`config.mk`:
```
export PLATFORM = sky130hd
export DESIGN_NAME = l2g_chain_sequencer
export DESIGN_NICKNAME = d
export VERILOG_FILES = /design/src/rtl/l2g_chain_sequencer.sv
export SDC_FILE = /design/constraint.sdc
export NUM_CORES = 1
export LEC_CHECK = 0
export CELL_PAD_IN_SITES_DETAIL_PLACEMENT = 1
export CELL_PAD_IN_SITES_GLOBAL_PLACEMENT = 2
export CORE_ASPECT_RATIO = 1.2
export CORE_UTILIZATION = 41
export CTS_BUF_LIST = sky130_fd_sc_hd__clkbuf_2
export CTS_CLUSTER_DIAMETER = 200
export DETAILED_ROUTE_END_ITERATION = 16
export DONT_BUFFER_PORTS = 1
export PLACE_DENSITY_LB_ADDON = 0.1
export SETUP_SLACK_MARGIN = 0.15
export SLEW_MARGIN = 20
export SYNTH_ARGS = -nofsm -noshare
export SYNTH_HDL_FRONTEND = slang
export SYNTH_SLANG_ARGS = --single-unit
```
`constraint.sdc`:
```
create_clock -name i_clk -period 6.2 [get_ports i_clk]
set_input_delay 1.86 -clock i_clk [delete_from_list [all_inputs] [get_ports i_clk]]
set_output_delay 1.86 -clock i_clk [all_outputs]
set_load 0.01 [all_outputs]
```
`src/rtl/l2g_chain_sequencer.sv`:
```
// l2g_chain_sequencer: derives a glitch-free global clock from the fabric clock, drives an LFSR
// pattern into an external register chain clocked by that global net, and checks the chain tail
// against a delayed copy of the pattern. All outputs come straight from registers.
module l2g_chain_sequencer #(
  parameter int unsigned DIV    = 4,
  parameter int unsigned DEPTH  = 5,
  parameter int unsigned NPULSE = 64
) (
  input  logic       i_clk,
  input  logic       i_rst,
  input  logic       i_start,
  input  logic [7:0] i_seed,
  output logic       o_gclk_out,
  output logic       o_d_out,
  input  logic       i_q_in,
  output logic       o_busy,
  output logic       o_done,
  output logic       o_pass,
  output logic [7:0] o_err_count
);

  localparam int unsigned DW = (DIV > 1) ? $clog2(DIV) : 1;
  localparam int unsigned PW = $clog2(NPULSE + 1);

  localparam logic [DW-1:0] DIV_LAST   = DW'(DIV - 1);
  localparam logic [PW-1:0] PULSE_LAST = PW'(NPULSE);
  localparam logic [PW-1:0] CMP_FIRST  = PW'(DEPTH);

  localparam logic [1:0] ST_IDLE = 2'd0;
  localparam logic [1:0] ST_LOAD = 2'd1;
  localparam logic [1:0] ST_RUN  = 2'd2;
  localparam logic [1:0] ST_DONE = 2'd3;

  logic [1:0]       r_state;
  logic [7:0]       r_seed;
  logic [7:0]       r_lfsr;
  logic [DW-1:0]    r_divcnt;
  logic [PW-1:0]    r_pulse_cnt;
  logic [DEPTH-1:0] r_hist;
  logic [7:0]       r_err;
  logic             r_gclk;
  logic             r_dout;
  logic             r_busy;
  logic             r_done;
  logic             r_pass;

  logic             w_accept;
  logic             w_load;
  logic             w_run;
  logic             w_wrap;
  logic             w_rise;
  logic             w_fall;
  logic             w_cmp;
  logic             w_mismatch;
  logic             w_last;
  logic [7:0]       w_seed_fix;
  logic [7:0]       w_lfsr_step;
  logic [7:0]       w_err_inc;
  logic [7:0]       w_err_next;
  logic [DEPTH-1:0] w_hist_shift;

  // Event decode: divider wrap splits into rising/falling toggles of the derived clock.
  always_comb begin
    w_accept     = i_start && ((r_state == ST_IDLE) || (r_state == ST_DONE));
    w_load       = (r_state == ST_LOAD);
    w_run        = (r_state == ST_RUN);
    w_wrap       = w_run && (r_divcnt == DIV_LAST);
    w_rise       = w_wrap && !r_gclk;
    w_fall       = w_wrap && r_gclk;
    // The tail only carries pattern data once DEPTH rising edges have filled the chain.
    w_cmp        = w_fall && (r_pulse_cnt >= CMP_FIRST);
    w_mismatch   = w_cmp && (i_q_in != r_hist[DEPTH-1]);
    w_last       = w_fall && (r_pulse_cnt == PULSE_LAST);
    w_seed_fix   = (r_seed == 8'h00) ? 8'h01 : r_seed;
    // x^8+x^6+x^5+x^4+1, shift left, feedback into bit 0.
    w_lfsr_step  = {r_lfsr[6:0], r_lfsr[7] ^ r_lfsr[5] ^ r_lfsr[4] ^ r_lfsr[3]};
    w_err_inc    = (r_err == 8'hFF) ? r_err : (r_err + 8'd1);
    w_err_next   = w_mismatch ? w_err_inc : r_err;
    w_hist_shift = {r_hist[DEPTH-2:0], r_dout};
  end

  // Sequencer state: IDLE/DONE accept start, LOAD lasts one cycle, RUN ends on the last fall.
  always_ff @(posedge i_clk) begin
    if (i_rst) begin
      r_state <= ST_IDLE;
    end else begin
      case (r_state)
        ST_IDLE: if (i_start) r_state <= ST_LOAD;
        ST_LOAD: r_state <= ST_RUN;
        ST_RUN:  if (w_last) r_state <= ST_RUN + 2'd1;
        ST_DONE: if (i_start) r_state <= ST_LOAD;
        default: r_state <= ST_IDLE;
      endcase
    end
  end

  // Seed capture on an accepted start; used by LOAD on the following cycle.
  always_ff @(posedge i_clk) begin
    if (i_rst) begin
      r_seed <= 8'h00;
    end else if (w_accept) begin
      r_seed <= i_seed;
    end
  end

  // Half-period divider; only counts in RUN so the first toggle lands DIV cycles after LOAD.
  always_ff @(posedge i_clk) begin
    if (i_rst || w_load) begin
      r_divcnt <= '0;
    end else if (w_run) begin
      r_divcnt <= w_wrap ? '0 : (r_divcnt + DW'(1));
    end
  end

  // Derived clock: registered toggle, forced low by reset and LOAD, held low in IDLE/DONE.
  always_ff @(posedge i_clk) begin
    if (i_rst || w_load) begin
      r_gclk <= 1'b0;
    end else if (w_wrap) begin
      r_gclk <= ~r_gclk;
    end
  end

  // Rising-edge bookkeeping: pulse count and a model of what the chain has captured.
  always_ff @(posedge i_clk) begin
    if (i_rst || w_load) begin
      r_pulse_cnt <= '0;
      r_hist      <= '0;
    end else if (w_rise) begin
      r_pulse_cnt <= r_pulse_cnt + PW'(1);
      r_hist      <= w_hist_shift;
    end
  end

  // Pattern source: data moves on the falling toggle, half a period from the capturing edge.
  always_ff @(posedge i_clk) begin
    if (i_rst) begin
      r_lfsr <= 8'h01;
      r_dout <= 1'b0;
    end else if (w_load) begin
      r_lfsr <= w_seed_fix;
      r_dout <= w_seed_fix[0];
    end else if (w_fall) begin
      r_lfsr <= w_lfsr_step;
      r_dout <= w_lfsr_step[0];
    end
  end

  // Saturating mismatch counter; cleared only by reset and LOAD so it survives DONE.
  always_ff @(posedge i_clk) begin
    if (i_rst || w_load) begin
      r_err <= 8'h00;
    end else begin
      r_err <= w_err_next;
    end
  end

  // Status flags, registered alongside the state transitions that define them.
  always_ff @(posedge i_clk) begin
    if (i_rst) begin
      r_busy <= 1'b0;
      r_done <= 1'b0;
      r_pass <= 1'b0;
    end else if (w_accept) begin
      r_busy <= 1'b1;
      r_done <= 1'b0;
      r_pass <= 1'b0;
    end else if (w_last) begin
      r_busy <= 1'b0;
      r_done <= 1'b1;
      r_pass <= (w_err_next == 8'h00);
    end
  end

  assign o_gclk_out  = r_gclk;
  assign o_d_out     = r_dout;
  assign o_busy      = r_busy;
  assign o_done      = r_done;
  assign o_pass      = r_pass;
  assign o_err_count = r_err;

endmodule

```
==> results by group, run 1 <==
Global routing
  – GR Overflow Total: 0
  – Largest net degree at the start of global routing: 24
  – Global-route wire length before repair: 7.91 mm
  – Initial antenna violation count: 0
  – Vias in the first global route: 1714
  – All-Layer GR Usage: 0.190

Finish
  – Multi-input logic area: 0.00116 mm2
  – Nets@finish: 284
  – Final instance area: 0.00221 mm2
  – Layout cells sized above 1: 0.0604
  – Storage cell area: 901 um2
  – Area Overhead vs Synth: 1.84%
  – # diodes: 0
  – Filler cell count: 628

Floorplanning
  – Starting Density: 0.434
  – DIE AREA: 0.00559 mm2
  – Core Region: 0.00501 mm2
  – Top Ports: 25
  – Row count: 28
  – Vert. Die Dim: 81.7 um
  – Chip Width: 68.4 um

Timing
  – Sum Neg Setup Slack: 0 ns
  – Slew margin rel.: 0.610
  – Final slew viol count: 0
  – Max Clock Skew: 0.00770 ns
  – Final setup violation count: 0
  – Unrepaired setup endpoints after global routing: no
  – Final Cycle Share: 0.471
  – Fmax: 342 MHz
  – Final Hold Vio Count: 0
  – Worst slew pin tran: 0.585 ns
  – Tmin final: 2.92 ns

Clocking
  – Number of CTS-inserted buffers: 5
  – CTS tree: yes
  – Max Buffers Root-to-Sink: 2
  – CTS clk-pin slew, worst paths: 0.23 ns
  – H-tree Lvls: 2
  – Cts-stage hold buffer count: 0
  – Latest clock arrival within the worst-skew pair: 0.41 ns
  – Clock Sinks: 45
  – Clock root buffer: clkbuf_2
  – CTS resizes: 0
  – Post-CTS setup buffer count: 0

Synth
  – Mapped Area: 0.00217 mm2
  – Sequential fraction of the synthesis area: 0.415
  – Primary FF master, synth: dfxtp_1
  – #FFs+latches synth: 45
  – Cell taking the most area after synthesis: dfxtp_1
  – Post-synth ARST share: 0
  – Yosys warns: 0
  – Unique masters post-synth: 41
  – Mapped Cells: 275
  – EDFF count, synth: 0
  – Top cells by area, synth: dfxtp_1 (41%), nand2_1 (9.7%), a21oi_1 (9.2%)
  – Synth top area share: 0.415
  – Syn_area_per_cell: 7.90 um2
  – Syn nets: 295

Setup path
  – Critical path fanouts, max: 9
  – Worst EP required: 4.34 ns
  – Critical Path Start Type: flop
  – Worst setup EP type: output pin
  – Kind of critical path: reg -> out
  – Arr. time, crit path: 1.06 ns

Place
  – Dpl cell area: 0.00217 mm2
  – Final GP Congestion: 0.825
  – DP HPWL: 3.47 mm
  – PortBufs: 0

Pwr
  – Leakage Power: 0.000784 uW
  – Peak VDD IR: 0.0904 mV
  – Pwr/cell area: 286 mW/mm2

Route
  – DR DRC count: 0
  – Total wire length: 4.83 mm
  – Drt wl/cell: 14.9 um
  – Initial DRC Count: 90
  – Final ANT Viol Nets: 0
  – Number of vias per cell: 5.42
  – Vias: 1761
  – Router iterations before antenna repair: 4

Min path
  – Worst Hold Class: reg -> reg

Run status
  – Status: complete, no violations

Run
  – # Max-Cap Violations: 0
==> per-stage QoR <==
stage	std cells	worst slack (ns)	hold slack [ns]	power [uW]	utilization
6_report	325	3.28	0.476	633	0.442
2_1_floorplan	275	3.27	0.432	480	-
3_3_place_gp	317	2.91	0.443	511	0.433
5_1_grt	325	3.20	0.494	681	0.442
3_5_place_dp	317	2.89	0.451	518	0.433
4_1_cts	325	3.25	0.479	645	0.442
==> area by class of cell <==
type / count / area share
inverter: 10 / 0.0170
clock inverter: 1 / 0.00339
multi-input combinational: 202 / 0.523
sequential: 45 / 0.407
tap: 60 / 0.0339
clock buffer: 7 / 0.0158
==> cells in the final DEF (no fill, tap or decap), drive strengths merged <==
cell type	instances
o21ai	4
a31oi	3
a21oi	41
dfxtp	45
nor3	5
nand3	8
clkinvlp	1
a41oi	1
o221ai	1
a21boi	1
o311a	1
nor4bb	1
a21bo	1
nor2	27
or2	2
and3b	1
ha	8
and3	7
mux2i	2
nor2b	1
inv	10
or3	1
a2bb2oi	1
a2111oi	1
xor2	7
nand4	3
a211oi	4
nor4	1
nor4b	1
or4	1
and4	2
nand2	56
o31a	1
xnor2	7
and2	1
clkbuf	7
==> sequential cells by signal, indices dropped and copies added, names as in the netlist, 2 cells and up <==
register and cells:
o_err_count 8, r_divcnt 2, r_hist 5, r_lfsr 8, r_pulse_cnt 7, r_seed 8
r_state 2
==> cell usage after synthesis, drive strengths merged, types with 2 or more instances <==
| library cell | count |
|---|---|
| inv | 10 |
| a31oi | 3 |
| xnor2 | 7 |
| a21oi | 41 |
| nor3 | 5 |
| nand4 | 3 |
| o21ai | 4 |
| nand2 | 56 |
| nand3 | 8 |
| mux2i | 2 |
| buf | 4 |
| clkbuf | 14 |
| dfxtp | 45 |
| and3 | 7 |
| and4 | 2 |
| ha | 8 |
| xor2 | 7 |
| a211oi | 4 |
| nor2 | 27 |
| or2 | 2 |
==> worst paths after layout <==
path	startpoint	to	slack (ns)	cells past startpoint
min	r_hist[1]	r_hist[2]	0.48	2
max reg2reg	r_state[0]	o_pass	3.55	7
max	o_err_count[5]	o_err_count[5]	3.28	0
min reg2reg	r_hist[1]	r_hist[2]	0.48	2
==> layer usage <==
| layer | vias up | global-route usage | share of wire |
|---|---|---|---|
| met5 | - | 0 | 0 |
| met4 | 0 | 0.0500 | 0.012 |
| met3 | 5 | 0.0444 | 0.027 |
| met2 | 17 | 0.332 | 0.49 |
| met1 | 830 | 0.229 | 0.47 |
| li1 | 909 | - | - |
==> power breakdown <==
part / leakage, uW / switching (uW) / internal [uW]
clock network: 0.0000292 / 95.4 / 31.2
registers: 0.000365 / 26.8 / 322
logic: 0.000390 / 101 / 56.6
total: 0.000784 / 224 / 409
==> cells by family after synthesis <==
group	count (synthesis)	share of synthesized area
mux	2	0.00922
buf+inv	28	0.0530
fa+ha+maj	8	0.0461
flops	45	0.415
xor+xnor	14	0.0565
compound gates	60	0.166
simple gates	118	0.255
Note: power is estimated with default switching activity, not from simulation.
==> run 2, diff against run 1 <==
--- a/config.mk
+++ b/config.mk
@@ -8,7 +8,7 @@
 export CELL_PAD_IN_SITES_DETAIL_PLACEMENT = 1
 export CELL_PAD_IN_SITES_GLOBAL_PLACEMENT = 2
 export CORE_ASPECT_RATIO = 1.2
-export CORE_UTILIZATION = 41
+export CORE_UTILIZATION = 35
 export CTS_BUF_LIST = sky130_fd_sc_hd__clkbuf_2
 export CTS_CLUSTER_DIAMETER = 200
 export DETAILED_ROUTE_END_ITERATION = 16
==> constraint.sdc (replaced) <==
create_clock -name i_clk -period 2.6 [get_ports i_clk]
set_input_delay 0.78 -clock i_clk [delete_from_list [all_inputs] [get_ports i_clk]]
set_output_delay 0.78 -clock i_clk [all_outputs]
set_load 0.01 [all_outputs]
==> run 2 against run 1 <==
Power increased by 140%. Core utilization decreased by 6.7 points. Sequential power increased by 140%. First-iteration DRC count decreased by 32%. Die area increased by 17%. Critical path depth increased by 8. Hold slack got worse by 0.062 ns. Sequential share of layout area decreased by 0.75 points.
==> results by group, run 2 (synthesized netlist as in run 1, its figures left out) <==
Finish
  – Area Overhead vs Synth: 3.74%
  – Final instance area: 0.00225 mm2
  – Filler cell count: 745
  – Nets@finish: 287
  – Layout cells sized above 1: 0.0637
  – Most common cell after layout, fill and taps aside: nand2_1
  – Commonest non-fill, non-tap cells in the layout: nand2_1 (56), dfxtp_1 (45), a21oi_1 (40), nor2_1 (27), inv_1 (10)
  – # diodes: 0

Route
  – Router iterations before antenna repair: 4
  – Initial DRC Count: 61
  – DR DRC count: 0
  – Final ANT Viol Nets: 0
  – Drt wl/cell: 14.6 um
  – Vias: 1762
  – Number of vias per cell: 5.05
  – Total wire length: 5.08 mm

Setup path
  – Crit path capture: o_pass
  – Worst EP required: 2.95 ns
  – Worst r2r dst: o_pass
  – Critical-path cell list: inv_1, ha_1, o31a_1, o311a_1, buf_4, a2111oi_1, o221ai_2, o21ai_2
  – Worst setup EP type: flop
  – Critical Path Start Type: flop
  – R2R Setup Slk: 0.36 ns
  – Slowest CP cell: a2111oi_1
  – RR Startpoint: r_pulse_cnt[1]
  – Crit. Startpoint: r_pulse_cnt[1]
  – Arr. time, crit path: 2.59 ns
  – Critical path fanouts, max: 9
  – Kind of critical path: reg -> reg
  – Critical Path Max Stage Delay: 0.46 ns
  – Worst reg2reg path depth: 8

Clocking
  – Latest clock arrival within the worst-skew pair: 0.40 ns
  – CTS clk-pin slew, worst paths: 0.22 ns
  – H-tree Lvls: 2
  – Post-CTS setup buffer count: 0
  – Max Buffers Root-to-Sink: 2
  – Number of CTS-inserted buffers: 5
  – Cts-stage hold buffer count: 0
  – CTS tree: yes
  – Clock root buffer: clkbuf_2
  – CTS resizes: 0
  – Clock Sinks: 45

Pwr
  – Sw frac: 0.349
  – Pwr/cell area: 664 mW/mm2
  – Peak VDD IR: 0.192 mV
  – Comb power frac: 0.257
  – P_int: 974 uW
  – Leakage Power: 0.000797 uW
  – Share of total power in the clock network: 0.185
  – Sequential Power Share: 0.559
  – NetSw: 522 uW

Min path
  – Worst Hold Class: in -> reg
  – Hold Crit Start: i_rst
  – Hold Path Depth: 1

Floorplanning
  – Chip Width: 73.9 um
  – DIE AREA: 0.00653 mm2
  – Starting Density: 0.361
  – Row count: 31
  – Core Region: 0.00601 mm2
  – Vert. Die Dim: 88.3 um
  – Top Ports: 25

Run status
  – Status: complete, no violations

Timing
  – Unrepaired setup endpoints after global routing: no
  – Worst slew pin tran: 0.460 ns
  – Final setup violation count: 0
  – Max Clock Skew: 0.0170 ns
  – Final slew viol count: 0
  – Final Hold Vio Count: 0
  – Sum Neg Setup Slack: 0 ns
  – Fmax: 447 MHz
  – Final Cycle Share: 0.861
  – Slew margin rel.: 0.694
  – Tmin final: 2.24 ns

Global routing
  – GR Overflow Total: 0
  – Largest net degree at the start of global routing: 24
  – All-Layer GR Usage: 0.170
  – Initial antenna violation count: 0
  – Vias in the first global route: 1777
  – Global-route wire length before repair: 8.54 mm

Place
  – PortBufs: 0
  – Final GP Congestion: 0.770
  – Dpl cell area: 0.00222 mm2
  – DP HPWL: 3.70 mm

Run
  – # Max-Cap Violations: 0
[run 2: how the worst min path moves through the flow]
stage | endpoint | slack (ns)
floorplan | r_hist[1] | 0.43
global placement | r_hist[4] | 0.44
detailed placement | r_hist[4] | 0.45
CTS | r_lfsr[5] | 0.37
global route | r_seed[4] | 0.36
finish | r_lfsr[5] | 0.41
[run 2: final cells by class]
class	instances	area, um2	share of cell area
clock buffers	6	30.0	0.0133
clock inverters	1	3.75	0.00167
inverters	10	37.5	0.0167
multi-input cells	202	1160	0.513
flip-flops and latches	45	901	0.400
well taps	82	103	0.0455
repair buffers	3	22.5	0.00999
[run 2: metrics by stage]
stage / cells / util / hold slack, ns / power (uW) / setup WS (ns)
final: 349 / 0.375 / 0.415 / 1500 / 0.363
after global routing: 349 / 0.375 / 0.357 / 1620 / 0.245
after CTS: 349 / 0.375 / 0.369 / 1540 / 0.333
after detailed placement: 342 / 0.369 / 0.446 / 1250 / 0.397
after global placement: 342 / 0.369 / 0.439 / 1240 / 0.431
after floorplan: 275 / - / 0.432 / 1140 / 0.589
[run 2: power by group through the flow]
| stage | clock network, uW | logic, uW | registers (uW) |
|---|---|---|---|
| after floorplan | 0 | 316 | 828 |
| after global placement | 0 | 390 | 852 |
| after detailed placement | 0 | 393 | 853 |
| after CTS | 301 | 395 | 839 |
| after global routing | 329 | 446 | 847 |
| final | 276 | 384 | 836 |
[run 2: critical path: cells and delay by family (launching register included)]
family,cells,cell delay (ns)
buffers and inverters,2,0.28
flip-flops,1,0.43
adder cells (fa/ha/maj),1,0.18
AO/OA/AOI/OAI,5,1.33
[run 2: layer usage]
metal | global-route usage | part of all wire
met5 | 0 | 0
met4 | 0.0577 | 0.011
met2 | 0.307 | 0.51
met1 | 0.198 | 0.45
met3 | 0.0319 | 0.027
==> run 3, diff against run 2 <==
--- a/config.mk
+++ b/config.mk
@@ -8,7 +8,7 @@
 export CELL_PAD_IN_SITES_DETAIL_PLACEMENT = 1
 export CELL_PAD_IN_SITES_GLOBAL_PLACEMENT = 2
 export CORE_ASPECT_RATIO = 1.2
-export CORE_UTILIZATION = 35
+export CORE_UTILIZATION = 30
 export CTS_BUF_LIST = sky130_fd_sc_hd__clkbuf_2
 export CTS_CLUSTER_DIAMETER = 200
 export DETAILED_ROUTE_END_ITERATION = 16
==> run 3 against run 2 <==
Register-to-register slack worse by 0.03 ns. Die area is 16% higher. Critical path depth stayed put. Combinational power hardly changed. Via count is 1.1% higher. Hold slack worse by 0.024 ns. Worst setup slack worse by 0.030 ns. Count of clock-buffer cells in the layout stayed put. Largest cell class unchanged. Highest routed layer unchanged.
==> results by group, run 3 (synthesized netlist as in run 1, its figures left out) <==
Pwr
  – Peak VDD IR: 0.227 mV
  – Leakage Power: 0.000809 uW
  – Pwr/cell area: 670 mW/mm2

Place
  – Final GP Congestion: 0.785
  – DP HPWL: 3.76 mm
  – PortBufs: 0
  – Pre-CTS setup slack: 0.372 ns
  – Dpl cell area: 0.00223 mm2

Route
  – DR DRC count: 0
  – Number of vias per cell: 5.01
  – Final ANT Viol Nets: 0
  – Initial DRC Count: 56
  – Drt wl/cell: 14.6 um
  – Router iterations before antenna repair: 3
  – Vias: 1782
  – Total wire length: 5.21 mm

Clocking
  – Post-CTS setup buffer count: 0
  – CTS resizes: 0
  – Max Buffers Root-to-Sink: 2
  – CTS tree: yes
  – H-tree Lvls: 2
  – Clock root buffer: clkbuf_2
  – Cts-stage hold buffer count: 0
  – Number of CTS-inserted buffers: 5
  – Clock Sinks: 45
  – Latest clock arrival within the worst-skew pair: 0.42 ns
  – CTS clk-pin slew, worst paths: 0.24 ns

Setup path
  – Worst EP required: 2.97 ns
  – Arr. time, crit path: 2.64 ns
  – Worst setup EP type: flop
  – Critical Path Start Type: flop
  – Kind of critical path: reg -> reg
  – Critical path fanouts, max: 9

Global routing
  – Vias in the first global route: 1810
  – Largest net degree at the start of global routing: 24
  – Global-route wire length before repair: 8.71 mm
  – GR Overflow Total: 0
  – All-Layer GR Usage: 0.149
  – Initial antenna violation count: 0

Finish
  – Layout cells sized above 1: 0.0743
  – # diodes: 0
  – Area Overhead vs Synth: 4.67%
  – Most common cell after layout, fill and taps aside: nand2_1
  – Commonest non-fill, non-tap cells in the layout: nand2_1 (56), dfxtp_1 (45), a21oi_1 (40), nor2_1 (27), inv_1 (10)
  – Final core utilization: 0.328
  – Final instance area: 0.00227 mm2
  – Nets@finish: 288

Timing
  – Final slew viol count: 0
  – Final Cycle Share: 0.872
  – Max Clock Skew: 0.0112 ns
  – Slew margin rel.: 0.679
  – Final Hold Vio Count: 0
  – Final setup violation count: 0
  – Fmax: 441 MHz
  – Sum Neg Setup Slack: 0 ns
  – Tmin final: 2.27 ns
  – Final worst slack: 0.333 ns
  – Unrepaired setup endpoints after global routing: no
  – Worst slew pin tran: 0.481 ns

Min path
  – Worst Hold Class: in -> reg

Floorplanning
  – Top Ports: 25
  – Starting Density: 0.313
  – Vert. Die Dim: 95.2 um
  – DIE AREA: 0.00759 mm2
  – Chip Width: 79.7 um
  – Row count: 33
  – Core Region: 0.00694 mm2

Run status
  – Status: complete, no violations

Run
  – # Max-Cap Violations: 0
run 3: cell count changes in the layout (fill, tap and decap cells not counted), sizes merged:
cell	previous run	this run
clkinv	1	2
buf	3	4
run 3: where the power goes:
group	total (uW)	switching, uW	internal [uW]
sequential	831	63.8	767
clock	306	239	67.6
combinational	387	241	146
total	1520	543	981
run 3: layer usage:
layer | vias up | global-route usage | part of all wire
met3 | 7 | 0.0364 | 0.031
met2 | 18 | 0.266 | 0.50
met1 | 840 | 0.169 | 0.45
met4 | 0 | 0.0561 | 0.017
met5 | - | 0 | 0
li1 | 917 | - | -
run 3: per-stage QoR:
step	hold slack, ns	instances	total power [uW]
CTS	0.360	356	1550
global route	0.335	356	1640
detailed placement	0.444	348	1250
floorplan	0.432	275	1140
global placement	0.443	348	1240
finish	0.390	356	1520
run 3: final timing paths:
check              end  cells past startpoint           start  slack [ns]
max             o_pass                      8  r_pulse_cnt[1]        0.33
min            o_d_out                      1           i_rst        0.39
min reg2reg  r_hist[1]                      2       r_hist[0]        0.47
max reg2reg     o_pass                      8  r_pulse_cnt[1]        0.33
run 3: cell type report:
| type | count | area, um2 |
|---|---|---|
| Sequential cell | 45 | 901 |
| Tap cell | 87 | 109 |
| Multi-Input combinational cell | 202 | 1160 |
| Fill cell | 837 | 4660 |
| Clock inverter | 2 | 10.0 |
| Timing Repair Buffer | 4 | 30.0 |
| Clock buffer | 6 | 30.0 |
| Inverter | 10 | 37.5 |
run 3: worst max-delay path: stages (launching register included):
cell       delay, ns
dfxtp_1         0.44
inv_1           0.08
ha_1            0.18
o31a_1          0.23
o311a_1         0.37
buf_4           0.20
a2111oi_1       0.45
o221ai_2        0.16
o21ai_2         0.12
